### src/rtl/sprite_layer.sv
// sprite_layer: composites one 16x16 keyed sprite over a flat background.
// It works one pixel ahead of the VGA timing generator. Position updates
// are buffered and applied only at the frame boundary, so a frame never
// shows two sprite positions.
module sprite_layer #(
  parameter int          H_ACTIVE  = 800,
  parameter int          V_ACTIVE  = 600,
  parameter logic [5:0]  BG_COLOR  = 6'b000001,
  parameter logic [5:0]  KEY_COLOR = 6'b110011
) (
  input  logic        clk,
  input  logic        rst,
  input  logic [10:0] nextH,
  input  logic [9:0]  nextV,
  input  logic        nextActive,
  output logic [5:0]  pixel,
  input  logic [10:0] pos_x,
  input  logic [9:0]  pos_y,
  input  logic        pos_valid,
  output logic        pos_ready,
  input  logic        wr_en,
  input  logic [7:0]  wr_addr,
  input  logic [5:0]  wr_data,
  output logic        frame_start
);

  logic [10:0] cur_x, pend_x;
  logic [9:0]  cur_y, pend_y;
  logic        pend_flag;
  logic        bnd_d;
  logic        bnd, frame_edge, xfer, hit;
  logic [11:0] h_ext, v_ext, cx_ext, cy_ext;
  logic [3:0]  col, row;
  logic [5:0]  texel;
  logic [5:0]  mem [256];

  // Picks the output colour for one position; blanking is always black.
  function automatic logic [5:0] compose(input logic active, input logic in_sprite,
                                         input logic [5:0] tex);
    if (!active)
      return 6'd0;
    else if (in_sprite && tex != KEY_COLOR)
      return tex;
    else
      return BG_COLOR;
  endfunction

  // The boundary is the first blanking position after the last visible line.
  // The edge detect keeps a stalled generator from firing the event twice.
  assign bnd        = (nextH == 11'd0) && (nextV == 10'(V_ACTIVE));
  assign frame_edge = bnd && !bnd_d;
  assign pos_ready  = !pend_flag;
  assign xfer       = pos_valid && pos_ready;

  // Widen to 12 bits so cur+16 near the right and bottom edges clips instead of wrapping.
  assign h_ext  = {1'b0, nextH};
  assign v_ext  = {2'b0, nextV};
  assign cx_ext = {1'b0, cur_x};
  assign cy_ext = {2'b0, cur_y};
  assign hit    = nextActive &&
                  (h_ext >= cx_ext) && (h_ext < cx_ext + 12'd16) &&
                  (v_ext >= cy_ext) && (v_ext < cy_ext + 12'd16);

  // Only the low four bits of the offset address the 16x16 texel grid.
  assign col   = nextH[3:0] - cur_x[3:0];
  assign row   = nextV[3:0] - cur_y[3:0];
  assign texel = mem[{row, col}];

  // Sprite memory write port; it is not reset, so texels survive a reset.
  always_ff @(posedge clk) begin
    if (wr_en)
      mem[wr_addr] <= wr_data;
  end

  // Capture the requested position whenever the buffer accepts it.
  always_ff @(posedge clk) begin
    if (xfer) begin
      pend_x <= pos_x;
      pend_y <= pos_y;
    end
  end

  // Frame-boundary control: edge delay, pulse, pending flag and live position.
  always_ff @(posedge clk or posedge rst) begin
    if (rst) begin
      bnd_d       <= 1'b0;
      frame_start <= 1'b0;
      pend_flag   <= 1'b0;
      cur_x       <= 11'(H_ACTIVE);
      cur_y       <= 10'd0;
    end else begin
      bnd_d       <= bnd;
      frame_start <= frame_edge;
      if (frame_edge && pend_flag) begin
        cur_x <= pend_x;
        cur_y <= pend_y;
      end
      // A request arriving on the edge clock waits for the next boundary.
      if (xfer)
        pend_flag <= 1'b1;
      else if (frame_edge)
        pend_flag <= 1'b0;
    end
  end

  // Output pixel register: one clock behind the look-ahead coordinates.
  always_ff @(posedge clk or posedge rst) begin
    if (rst)
      pixel <= 6'd0;
    else
      pixel <= compose(nextActive, hit, texel);
  end

endmodule
### config.mk
export PLATFORM = sky130hd
export DESIGN_NAME = sprite_layer
export DESIGN_NICKNAME = d
export VERILOG_FILES = /design/src/rtl/sprite_layer.sv
export SDC_FILE = /design/constraint.sdc
export NUM_CORES = 2
export LEC_CHECK = 0
export CORE_UTILIZATION = 60
export DETAILED_ROUTE_END_ITERATION = 12
export PLACE_DENSITY_LB_ADDON = 0.15
export REMOVE_ABC_BUFFERS = 1
export SLEW_MARGIN = 20
export SYNTH_ARGS = -nofsm -noshare
export SYNTH_HDL_FRONTEND = slang
export SYNTH_SLANG_ARGS = --single-unit
### constraint.sdc
create_clock -name clk -period 7.2 [get_ports clk]
set_input_delay 2.16 -clock clk [delete_from_list [all_inputs] [get_ports clk]]
set_output_delay 2.16 -clock clk [all_outputs]
set_load 0.03 [all_outputs]
; Yosys cells after proc, flatten, opt, wreduce, memory -nomap -nowiden
; Memory sizes are Yosys's and may differ from the RTL's.
; Cells that the tools add are included.
[totals]
register_bits = 51
out_inout_bits = 8
ram_bits = 1536
mem_count = 1
[classes]
order_cmp = 4
n_eq_ne = 2
muxes = 6
addsub = 4
reduce_logical = 13
[mem_list]
columns = memory, depth, width, rd, rd_clocked_by_memory_dff, wr, line
row1 = mem, 256, 6, 1, 0, 1, 35  ; logic [5:0] mem [256];
[ops]
columns = cell, n
row1 = "adder 11 x 5 -> 12 bit, second input constant", 1
row2 = less-than comparator 11 x 12 -> 1 bit, 1
row3 = 2-to-1 mux 6 bit, 2
row4 = "adder 10 x 5 -> 11 bit, second input constant", 1
row5 = >= comparator 11 bit, 1
row6 = logical NOT 11 bit, 1
row7 = less-than comparator 10 x 11 -> 1 bit, 1
row8 = "== test 10 bit, second input constant", 1
row9 = >= comparator 10 bit, 1
row10 = logical AND 1 bit, 9
row11 = subtractor 4 bit, 2
row12 = "inequality test 6 bit, second input constant", 1
row13 = 2-to-1 mux 1 bit, 4
row14 = logical NOT 1 bit, 2
row15 = nonzero test 2 bit, 1

; Longest topological paths before layout
[depth]
depth_word = 8
mapped_depth = 16
ltp_nobuf = 13

; Worst setup path after synthesis
; OpenSTA, ideal clock, no wires.
[synth_path]
path_kind = input-to-reg
from = input port nextH[0]
to = register pixel[4]
stages = 14
slack_ps = 1876
t_required_ps = 7100
path_buffers = 4
arrival_time_ps = 5224
setup_ps = 100
cell_sequence = inv_1 -> ha_1 -> fa_1 -> buf_2 -> buf_4 -> buf_2 -> buf_1 -> mux4_2 -> mux4_2 -> nor2_1 -> o22ai_1 -> a211oi_2 -> o21ai_1 -> a311oi_1
[synth_between]
elab_chain_cells = 8
[synth_lines]
columns = element, line
row1 = "start, declared", 13  ; input logic [10:0] nextH,
row2 = branches (longest 6 deep; another with memory read (256 x 6 bit)), -
row3 = 2-to-1 mux 6 bit *, 42  ; else if (in_sprite && tex != KEY_COLOR)
row4 = 2-to-1 mux 6 bit *, 40  ; if (!active)
row5 = "end signal, assigned", 111  ; pixel <= compose(nextActive, hit, texel);
row6 = "end, declared", 16  ; output logic [5:0] pixel,
; Mark *: on every way between the ends.
; A chain may end at the register's enable or synchronous reset.

; Worst setup path after layout
[layout_path]
from = input port nextH[2]
to = register pixel[4]
; Same word-level chain as after synthesis.

==> summary.txt <==
Status
  • Status: complete, no violations

Clocking
  • H-Tree Level Count: 4
  • Clk root buf: clkbuf_16
  • PostCTS Resize Cnt: 0
  • TritonCTS Buffers: 156
  • Reg clk slew, reported paths: 60 ps
  • Hold-fix buffers at CTS: 0
  • Worst-skew pair later-pin latency: 760 ps
  • Post-CTS Setup Bufs: 0
  • Clk buf depth: 3
  • CTS Sinks: 1,587
  • CTS tree: built

Synthesis
  • Async SR Flop Fraction: 1.890%
  • XOR/XNOR Fraction of Synth Area: 0.2200%
  • Mean post-synth cell area: 20.85 µm²
  • Syn Inst Count: 3,028
  • Synth unique cells: 66
  • Synth Area in Adders: 0.7769%
  • Ranking of synthesized cells by area: edfxtp_1 74%, mux4_2 15%, nor2_1 1.7%
  • Yosys warning count: 0
  • Synth Register Bits: 1,587
  • Compound-gate portion of the synthesized area: 1.407%
  • Simple-Gate Fraction of Synth Area: 3.661%
  • Largest area contributor in the synthesized netlist: edfxtp_1
  • Mapped Area: 63,130 µm²
  • Post-synth top area share: 74.06%
  • Largest family of logic cells by synthesized area: multiplexers
  • Sequential area share after synthesis: 75.25%
  • Mux share of post-synthesis cell area: 16.96%
  • EDFF count, synth: 1,557
  • Ys flop type: edfxtp_1

Placement
  • RePlAce Congestion: 0.8962
  • DP Area: 65,850 µm²
  • Post-DP HPWL: 95,400 µm
  • Port bufs: 68
  • Placed Cells: 4,409

Pwr
  • Reg power frac: 52.7%
  • Sw Share: 21.01%
  • Clk pwr share: 41.6%
  • Peak VDD IR: 0.2283 mV
  • Int Pwr: 15,250 µW
  • Switching power: 4057 µW
  • Total power: 19,310 µW
  • PwrDens: 272.5 nW/µm²
  • LEAKAGE: 0.02225 µW
  • Gate power share: 5.8%

Final layout
  • Final cell count without fillers: 4,685
  • Most frequent cells in the layout: 1,557 x edfxtp_1, 433 x mux4_2, 285 x nor2_1, 159 x clkbuf_16, 113 x nand2_1
  • Fin util: 68.16%
  • Design area: 70,840 µm²
  • Reg area: 47,510 µm²
  • Layout area overhead: 12.21%
  • Most common cell after layout, fill and taps aside: edfxtp_1
  • Final #Nets: 3,286
  • Fillers: 6,434
  • Multi-input gate area: 14,640 µm²
  • Share of cells above drive strength 1: 24.94%

Floorplan
  • Core Area: 103,900 µm²
  • Initial Utilization: 60.74%
  • Num ports: 69
  • Row count: 118
  • Die Area: 106,500 µm²
  • Die height: 326.4 µm
  • Die X: 326.4 µm

STA
  • Final Slew Violations: 0
  • Min Tclk post-route: 5921 ps
  • Crit share post-route: 82.24%
  • Slew headroom: 20.47%
  • Least-Margin Pin Slew: 1186 ps
  • Worst clock skew: 37.74 ps
  • # setup viols final: 0
  • Hold Fails Final Rpt: 0
  • Max Fclk: 168.9 MHz
  • Unrepaired setup endpoints after global routing: false

Hold path
  • Hold/Removal Path Class: flip-flop to flip-flop
  • HP Start: bnd_d

Setup path
  • Worst EP arrival: 6520 ps
  • R2R Path Start: cur_x[2]
  • Worst Setup SP: nextH[2]
  • Crit. End Element: flip-flop
  • Kind of critical path: primary input to flip-flop
  • CP startpoint kind: primary input
  • Critical path peak fanout: 23
  • Data required time of the worst path: 7800 ps

GRT
  • Remaining global-route overflow: 0
  • Overall routing resource usage: 30.15%
  • Initial antenna violation count: 7
  • Vias in the first global route: 32.52k
  • Pin count of the biggest net entering global routing: 221
  • First-pass GRT wire length: 228,100 µm

Drt
  • Initial drt markers: 4,441
  • Drt drc: 0
  • Vias/cell: 6.800
  • DR pass1 iterations: 5
  • Final wirelength: 156,700 µm
  • Final ANT Viol Nets: 0
  • Total number of vias: 31.86k
  • Routed len/inst: 33.44 µm

Job
  • Max-Cap Viols: 0
stage by stage:
step | TNS (ps) | worst slack (ps) | hold WS [ps]
global route | 0 | 1242 | 458.5
detailed placement | 0 | 554.4 | 440.3
floorplan | -70270 | -11900 | 394.9
CTS | 0 | 1338 | 443.2
global placement | 0 | 571.1 | 434.4
finish | 0 | 1279 | 446.8
critical path: stages:
cell             delay, ps
clkdlybuf4s50_1        490
ha_1                   520
and3b_4                300
or3_4                  540
nand2_8                340
buf_12                 260
mux4_2                 550
mux2_2                 310
o21ai_0                420
nor4_1                 150
nor3b_2                260
a311oi_1               140
flip-flops by register name (all words and copies together), names as in the netlist:
register     flops
bnd_d            1
pend_x          11
pixel            6
cur_y           10
pend_y          10
pend_flag        1
cur_x           11
mem           1536
frame_start      1
power by group through the flow:
| stage | Clock [µW] | Combinational (µW) | Sequential, µW |
|---|---|---|---|
| 6_report | 8030 | 1110 | 10200 |
| 5_1_grt | 8410 | 1160 | 10200 |
| 4_1_cts | 8090 | 1110 | 10200 |
| 3_5_place_dp | 0 | 1100 | 10400 |
| 3_3_place_gp | 0 | 1080 | 10400 |
| 2_1_floorplan | 0 | 825 | 10400 |
cell usage after synthesis (8+ instances only):
| library cell | instances |
|---|---|
| nor2_1 | 286 |
| nor3_1 | 14 |
| nand4_1 | 16 |
| dfrtp_1 | 27 |
| and3_1 | 15 |
| a21oi_1 | 17 |
| buf_6 | 16 |
| o21ai_0 | 16 |
| clkbuf_1 | 69 |
| o21a_1 | 10 |
| buf_4 | 38 |
| mux4_2 | 433 |
| nand3_1 | 50 |
| nor4_1 | 8 |
| inv_1 | 32 |
| nand2_1 | 114 |
| o22ai_1 | 20 |
| buf_2 | 34 |
| a31oi_1 | 13 |
| mux2_2 | 44 |
| xnor2_1 | 11 |
| buf_1 | 9 |
| ha_1 | 36 |
| nor2b_1 | 13 |
| edfxtp_1 | 1557 |
| mux2i_1 | 46 |
kinds of logic after synthesis:
| kind of cell | after synthesis |
|---|---|
| buffers and inverters | 202 |
| multiplexers | 523 |
| XOR/XNOR | 15 |
| AO/OA/AOI/OAI | 129 |
| AND/OR/NAND/NOR | 534 |
| flip-flops | 1587 |
| adder cells (fa/ha/maj) | 38 |
routing by layer:
metal	part of all wire, %	vias to the layer above	global-route usage (%)
met5	0.045	-	0
met4	3.3	10	9.681
met3	11	327	7.147
met2	47	1969	46.08
met1	38	16740	43.83
li1	-	12810	-
final timing paths:
kind	endpoint	slack (ps)	cells after the start
setup / recovery	pixel[4]	1280	12
hold / removal	frame_start	450	1
setup reg to reg	pixel[4]	2830	12
hold reg to reg	frame_start	450	1
max in group asynchronous	cur_x[9]	4960	3
min in group asynchronous	pixel[2]	1850	3
final cells by class:
type / instances / area share [%]
well taps: 1380 / 2.437
flip-flops and latches: 1587 / 67.07
diodes: 1 / 0.003532
clock buffers: 195 / 5.878
repair buffers: 169 / 2.607
inverters: 34 / 0.1802
multi-input cells: 1239 / 20.67
clock inverters: 80 / 1.160
Note: power is estimated with default switching activity, not from simulation.
